File: config.mk
export PLATFORM = sky130hd
export DESIGN_NAME = serial_adder
export DESIGN_NICKNAME = d
export VERILOG_FILES = /design/src/rtl/serial_adder_pkg.sv /design/src/rtl/serial_adder_full_adder_bit.sv /design/src/rtl/serial_adder.sv
export SDC_FILE = /design/constraint.sdc
export NUM_CORES = 1
export LEC_CHECK = 0
export BUFFER_PORTS_ARGS = -buffer_cell sky130_fd_sc_hd__buf_4
export CAP_MARGIN = 25
export CORE_ASPECT_RATIO = 0.75
export CORE_MARGIN = 1.5
export CORE_UTILIZATION = 35
export DETAILED_ROUTE_END_ITERATION = 7
export PLACE_DENSITY_LB_ADDON = 0.08
export SETUP_SLACK_MARGIN = 0.05
export SYNTH_ARGS = -nofsm -noshare
export SYNTH_HDL_FRONTEND = slang
export SYNTH_SLANG_ARGS = --single-unit
File: constraint.sdc
create_clock -name clk -period 1.6 [get_ports clk]
set_input_delay 0.08 -clock clk [delete_from_list [all_inputs] [get_ports clk]]
set_output_delay 0.08 -clock clk [all_outputs]
set_load 0.005 [all_outputs]
File: src/rtl/serial_adder_pkg.sv
// Shared types and constants for the bit-serial adder.
// The state encoding is fixed so it matches the values seen on debug taps.
package serial_adder_pkg;

  localparam int DEFAULT_WIDTH = 8;

  typedef enum logic [1:0] {
    ST_IDLE  = 2'd0,
    ST_SHIFT = 2'd1,
    ST_DONE  = 2'd2
  } state_e;

  // Bit-counter width; guards the degenerate $clog2(1) == 0 case.
  function automatic int cnt_width(input int width);
    return (width > 1) ? $clog2(width) : 1;
  endfunction

endpackage

File: src/rtl/serial_adder_full_adder_bit.sv
// Full-adder cell for the serial adder: two half-adder cells and an OR gate.
// halfAdder keeps the port names of the existing library cell.
module halfAdder (
  input  logic a,
  input  logic b,
  output logic Sum,
  output logic Carry
);

  assign Sum   = a ^ b;
  assign Carry = a & b;

endmodule

module full_adder_bit (
  input  logic i_a,
  input  logic i_b,
  input  logic i_c,
  output logic o_s,
  output logic o_c
);

  logic w_s1;
  logic w_c1;
  logic w_c2;

  halfAdder u_ha_ab (
    .a     (i_a),
    .b     (i_b),
    .Sum   (w_s1),
    .Carry (w_c1)
  );

  halfAdder u_ha_c (
    .a     (w_s1),
    .b     (i_c),
    .Sum   (o_s),
    .Carry (w_c2)
  );

  assign o_c = w_c1 | w_c2;

endmodule

File: src/rtl/serial_adder.sv
// Bit-serial WIDTH-bit adder: LSB-first through one full-adder cell, one bit
// per clock, with valid/ready handshakes on operands and result.
//
// state | meaning
// IDLE  | start_ready high, waiting for operands
// SHIFT | one operand bit pair summed per cycle, WIDTH cycles
// DONE  | result_valid high until result_ready
module serial_adder
  import serial_adder_pkg::*;
#(
  parameter int WIDTH = DEFAULT_WIDTH
) (
  input  logic             clk,
  input  logic             rst,
  input  logic             start_valid,
  output logic             start_ready,
  input  logic [WIDTH-1:0] a_in,
  input  logic [WIDTH-1:0] b_in,
  input  logic             cin,
  output logic             result_valid,
  input  logic             result_ready,
  output logic [WIDTH-1:0] sum_out,
  output logic             cout,
  output logic             ovf,
  output logic             busy
);

  localparam int CNT_W = cnt_width(WIDTH);
  localparam logic [CNT_W-1:0] CNT_LAST = CNT_W'(WIDTH - 1);

  state_e r_state;
  state_e w_state_next;

  logic [WIDTH-1:0] r_a_sh;
  logic [WIDTH-1:0] r_b_sh;
  // Only WIDTH-1 bits are kept; the last sum bit goes straight to sum_out.
  logic [WIDTH-2:0] r_sum_sh;
  logic             r_carry;
  logic [CNT_W-1:0] r_cnt;

  logic [WIDTH-1:0] r_sum_out;
  logic             r_cout;
  logic             r_ovf;

  logic             w_fa_sum;
  logic             w_fa_carry;
  logic             w_accept;
  logic             w_last_bit;
  logic [WIDTH-1:0] w_sum_next;

  full_adder_bit u_fa (
    .i_a (r_a_sh[0]),
    .i_b (r_b_sh[0]),
    .i_c (r_carry),
    .o_s (w_fa_sum),
    .o_c (w_fa_carry)
  );

  assign w_accept   = (r_state == ST_IDLE) && start_valid;
  assign w_last_bit = (r_state == ST_SHIFT) && (r_cnt == CNT_LAST);
  assign w_sum_next = {w_fa_sum, r_sum_sh};

  always_ff @(posedge clk) begin
    if (rst) begin
      r_state <= ST_IDLE;
    end else begin
      r_state <= w_state_next;
    end
  end

  always_comb begin
    w_state_next = r_state;
    unique case (r_state)
      ST_IDLE:  if (start_valid)  w_state_next = ST_SHIFT;
      ST_SHIFT: if (w_last_bit)   w_state_next = ST_DONE;
      ST_DONE:  if (result_ready) w_state_next = ST_IDLE;
      default:  w_state_next = ST_IDLE;
    endcase
  end

  always_ff @(posedge clk) begin
    if (rst) begin
      r_a_sh    <= '0;
      r_b_sh    <= '0;
      r_sum_sh  <= '0;
      r_carry   <= 1'b0;
      r_cnt     <= '0;
      r_sum_out <= '0;
      r_cout    <= 1'b0;
      r_ovf     <= 1'b0;
    end else if (w_accept) begin
      r_a_sh   <= a_in;
      r_b_sh   <= b_in;
      r_sum_sh <= '0;
      r_carry  <= cin;
      r_cnt    <= '0;
    end else if (r_state == ST_SHIFT) begin
      r_a_sh   <= {1'b0, r_a_sh[WIDTH-1:1]};
      r_b_sh   <= {1'b0, r_b_sh[WIDTH-1:1]};
      r_sum_sh <= w_sum_next[WIDTH-1:1];
      r_carry  <= w_fa_carry;
      if (w_last_bit) begin
        // r_carry here is the carry into the MSB; overflow compares it with the carry out.
        r_sum_out <= w_sum_next;
        r_cout    <= w_fa_carry;
        r_ovf     <= r_carry ^ w_fa_carry;
      end else begin
        r_cnt <= r_cnt + CNT_W'(1);
      end
    end
  end

  assign start_ready  = (r_state == ST_IDLE) && !rst;
  assign result_valid = (r_state == ST_DONE);
  assign busy         = (r_state == ST_SHIFT) || (r_state == ST_DONE);
  assign sum_out      = r_sum_out;
  assign cout         = r_cout;
  assign ovf          = r_ovf;

endmodule
After elaboration in Yosys (flattened, before gate mapping)
Index checks and enable logic that the tools add are counted.

Word-level logic and storage cells: 45. Bits in registers: 39. Bits of input ports: 21. Output and inout bits: 13.

Multiplexer cells: 10. Bitwise logic cells: 8. Add/subtract/negate cells: 1. Reductions and logical operators: 11. Equality and inequality tests: 6.

Operator list (count): 2-to-1 mux 8 bit (4); 2-to-1 mux 2 bit (3); case mux 2 bit (3 select lines) (1); AND reduction 3 bit (2); inequality test 2 bit (second input constant) (2); adder 3 x 1 -> 3 bit (second input constant) (1); == test 3 bit (second input constant) (1); logical AND 1 bit (3); bitwise XOR 1 bit (3); AND 1 bit (2); == test 2 x 1 -> 1 bit (second input constant) (1); == test 2 bit (second input constant) (1); logical NOT 2 bit (1); 2-to-1 mux 1 bit (2); inequality test 2 x 1 -> 1 bit (second input constant) (1); inverter 1 bit (2); AND reduction 2 bit (1); nonzero test 2 bit (1); OR reduction 2 bit (1); logical NOT 1 bit (1); logical OR 1 bit (1); bitwise OR 1 bit (1).

Depth between registers and ports, before layout
Depth after elaboration: 5. Depth in mapped cells: 7. Mapped depth without buffers: 5.

Hierarchy
From an unflattened synthesis, not the netlist that was laid out.

Cells, all modules: 180. Area, all modules: 1752.9 um^2.

By module, submodules not included: serial_adder (area an instance 1721.7 um^2, cells an instance 177, instances 1); halfAdder (area an instance 12.5 um^2, cells an instance 1, instances 2); full_adder_bit (area an instance 6.3 um^2, cells an instance 1, instances 1).

Worst setup path before layout
Ideal clock, no wire load.

Path kind: flip-flop to flip-flop. Start: register r_cnt[0]. End: register r_cnt[1]. Arrival time: 1191 ps. Buffers on the path: 0. Setup slack: 292 ps. Stages on the path, launching flop included: 6. Cells stage by stage: dfxtp_1 > ha_1 > ha_1 > and2b_1 > mux2i_1 > nor2_1.

Word-level cells in the longest chain between the ends: 4. Elaborated cells on any way between the ends: 5.

Ends and longest elaborated chain: start, declared (RTL line serial_adder.sv:39) `logic [CNT_W-1:0] r_cnt;`; start signal, assigned (RTL line serial_adder.sv:108) `r_cnt <= r_cnt + CNT_W'(1);`; == test 3 bit (RTL line serial_adder.sv:60) `assign w_last_bit = (r_state == ST_SHIFT) && (r_cnt == CNT_LAST);`; logical AND 1 bit (RTL line serial_adder.sv:60); inverter 1 bit (no source line); AND reduction 2 bit (no source line).

Several ways; a longest one is shown, not always the timed one. A chain may end at the register's enable or synchronous reset.

Worst setup path after layout
Ends and elaborated chain as after synthesis.

==> results.yml <==
status:
  status: "finished clean"
sta:
  max-slew-margin-rel_pct: 74.0
  fin_tns_setup_ps: 0
  fmax_ghz: 0.695
  rsz0062_at_grt: "true"
  setup_viol: 0
  worstMarginPinSlew_ps: 390
  drv_slew: 0
  finalHoldViolCount: 0
  layout_min_cycle_time_ps: 1440
  min_period_over_period_pct: 89.9
  fin_skew_ps: 9.53
clock_tree:
  htreeDepth: 2
  clk_latency_ps: 290
  postCtsHoldBufs: 0
  tritoncts: "done"
  ctsRootBufferMaster: "clkbuf_8"
  ctsResizeCount: 0
  numCtsBuffers: 5
  clk_pin_slew_ps: 70
  post_cts_buffers: 0
  clockBufferDepth: 2
  cts.sinks: 39
yosys:
  synth_xor_area_share_pct: 1.01
  synth_nets: 206
  yosys_register_bits: 39
  syn_avg_cell_area_sq_um: 9.78
  synthAdderAreaFrac_pct: 5.46
  synthSimpleGateAreaFrac_pct: 12.9
  ys_seq_area_share_pct: 44.8
  synthCells: 178
  synthesis.area_sq_um: 1740
  synth_mux_area_share_pct: 14.4
  synth-compound-area-share_pct: 14.8
  synth_top_family_by_area: "compound AO/OA/AOI/OAI gates"
  synth_cell_type_count: 26
  synth_warnings: 0
job:
  max-cap-violations: 0
worst_setup_path:
  start_kind: "flop"
  end_kind: "flop"
  path_max_fanout: 5
  r2r_slack_ps: 160
  arrival_ps: 1600
  worst-setup-path-type: "reg -> reg"
  cp_data_required_time_ps: 1760
drt:
  routed-via-count: 1339
  wire_per_inst_microns: 12.9
  post-route-drc-count: 0
  ant_nets: 0
  dr.first_iter.drc_count: 53
  routed_via_density: 4.94
  first_pass_iters: 5
  wl_mm: 3.50
floorplanning:
  io_pins: 34
  start_util_pct: 36.0
  core_sq_um: 4840
  dieArea_sq_um: 5410
  fp.dieH_microns: 64.1
  rows: 22
  die_x_microns: 84.5
cells_and_area:
  mostFrequentLayoutCell: "dfxtp_1"
  regArea_sq_um: 781
  multiInputGateArea_sq_um: 846
  design_area_sq_um: 2150
  fillers: 464
  layout.cells.most_common_list: "39 x dfxtp_1, 36 x buf_4, 25 x mux2i_1, 25 x nor2_1, 15 x a211oi_1"
  syn2layout_area_growth_pct: 23.3
  layout.nets: 238
  drive_gt1_share_pct: 22.7
  antenna_cells: 0
placement:
  placed_cell_area_sq_um: 2010
  hpwl_mm: 2.48
  place_congestion: 0.754
  portBuffers: 33
global_route:
  antenna_found_initial: 0
  overflow: 0
  grt_max_degree: 33
  grt_pass1_vias: 1339
  grt_use_total_pct: 14.3
  grt_pass1_wl_mm: 6.05
pwr:
  powerDensity_nw_per_um2: 1330
  ir_worst_vdd_uv: 560
  leakage_nw: 0.855
hold_path:
  hold_path_class: "in -> reg"
report_power, final:
part / switching (W) / internal, W
Clock: 0.000329 / 0.000623
Combinational: 0.000389 / 0.000362
Sequential: 0.0000647 / 0.00108
flip-flops by register name, summed over array words and instances (netlist names):
signal	flops
ovf	1
r_cnt	3
cout	1
sum_out	8
r_a_sh	8
r_sum_sh	7
r_state	2
r_carry	1
r_b_sh	8
metal layers:
layer  share of wire (%)  vias up  GRT usage, %  wire length, microns
met5                   0        -             0                     0
met4                 1.9        0          6.65                    68
met3                 3.4        7          3.49                   120
met2                  42       29          20.7                  1480
met1                  52      615          20.0                  1830
li1                    -      688             -                     -
synth_stat cells:
cell / number / area [sq um]
a211oi_1: 15 / 113
a21oi_1: 12 / 60.1
a311oi_1: 1 / 8.76
a311oi_2: 1 / 15.0
a31oi_1: 1 / 6.26
and2_1: 2 / 12.5
and2b_1: 1 / 7.51
buf_1: 1 / 3.75
buf_12: 2 / 40.0
buf_2: 7 / 35.0
buf_6: 2 / 22.5
clkbuf_1: 1 / 3.75
dfxtp_1: 39 / 781
fa_1: 1 / 20.0
ha_1: 6 / 75.1
inv_1: 3 / 11.3
mux2i_1: 25 / 250
nand2_1: 3 / 11.3
nand2_2: 1 / 6.26
nand2b_1: 5 / 31.3
nand3_1: 11 / 55.1
nor2_1: 25 / 93.8
nor2b_1: 1 / 6.26
o211a_1: 1 / 10.0
o21ai_0: 9 / 45.0
xnor2_1: 2 / 17.5
final cells by class:
| class | count | area share, % |
|---|---|---|
| Timing Repair Buffer | 38 | 14.0 |
| Inverter | 3 | 0.524 |
| Clock inverter | 2 | 2.80 |
| Clock buffer | 6 | 3.38 |
| Tap cell | 60 | 3.50 |
| Sequential cell | 39 | 36.4 |
| Multi-Input combinational cell | 123 | 39.4 |
through the flow:
step / cells / utilization, % / hold WS (ps) / total power [W] / setup slack (ps)
6_report: 271 / 44.3 / 47.4 / 0.00284 / 161
2_1_floorplan: 178 / - / 216 / 0.00179 / 292
4_1_cts: 271 / 44.2 / 32.5 / 0.00288 / 128
3_5_place_dp: 263 / 41.5 / 346 / 0.00191 / 148
3_3_place_gp: 263 / 41.5 / 338 / 0.00190 / 142
5_1_grt: 271 / 44.3 / 45.9 / 0.00302 / 21.3
final timing paths:
path | from | to | cells after the start
worst max-delay path | r_cnt[0]$_SDFFE_PP0P_ | r_cnt[1]$_SDFFE_PP0P_ | 5
worst min-delay path | b_in[7] | r_b_sh[7]$_SDFFE_PP0P_ | 3
worst max register to register | r_cnt[0]$_SDFFE_PP0P_ | r_cnt[1]$_SDFFE_PP0P_ | 5
worst min register to register | r_sum_sh[0]$_SDFFE_PP0P_ | sum_out[0]$_SDFFE_PP0P_ | 2
cell families after synthesis:
group / count (synthesis)
AND/OR/NAND/NOR: 49
AO/OA/AOI/OAI: 40
flip-flops: 39
multiplexers: 25
buffers and inverters: 16
adder cells (fa/ha/maj): 7
XOR/XNOR: 2
worst max-delay path, cell delays in order (launching register included):
cell     delay (ps)
dfxtp_1         320
ha_1            200
ha_1            240
and2b_1         300
mux2i_1         210
nor2_1           50
Note: power is estimated with default switching activity, not from simulation.
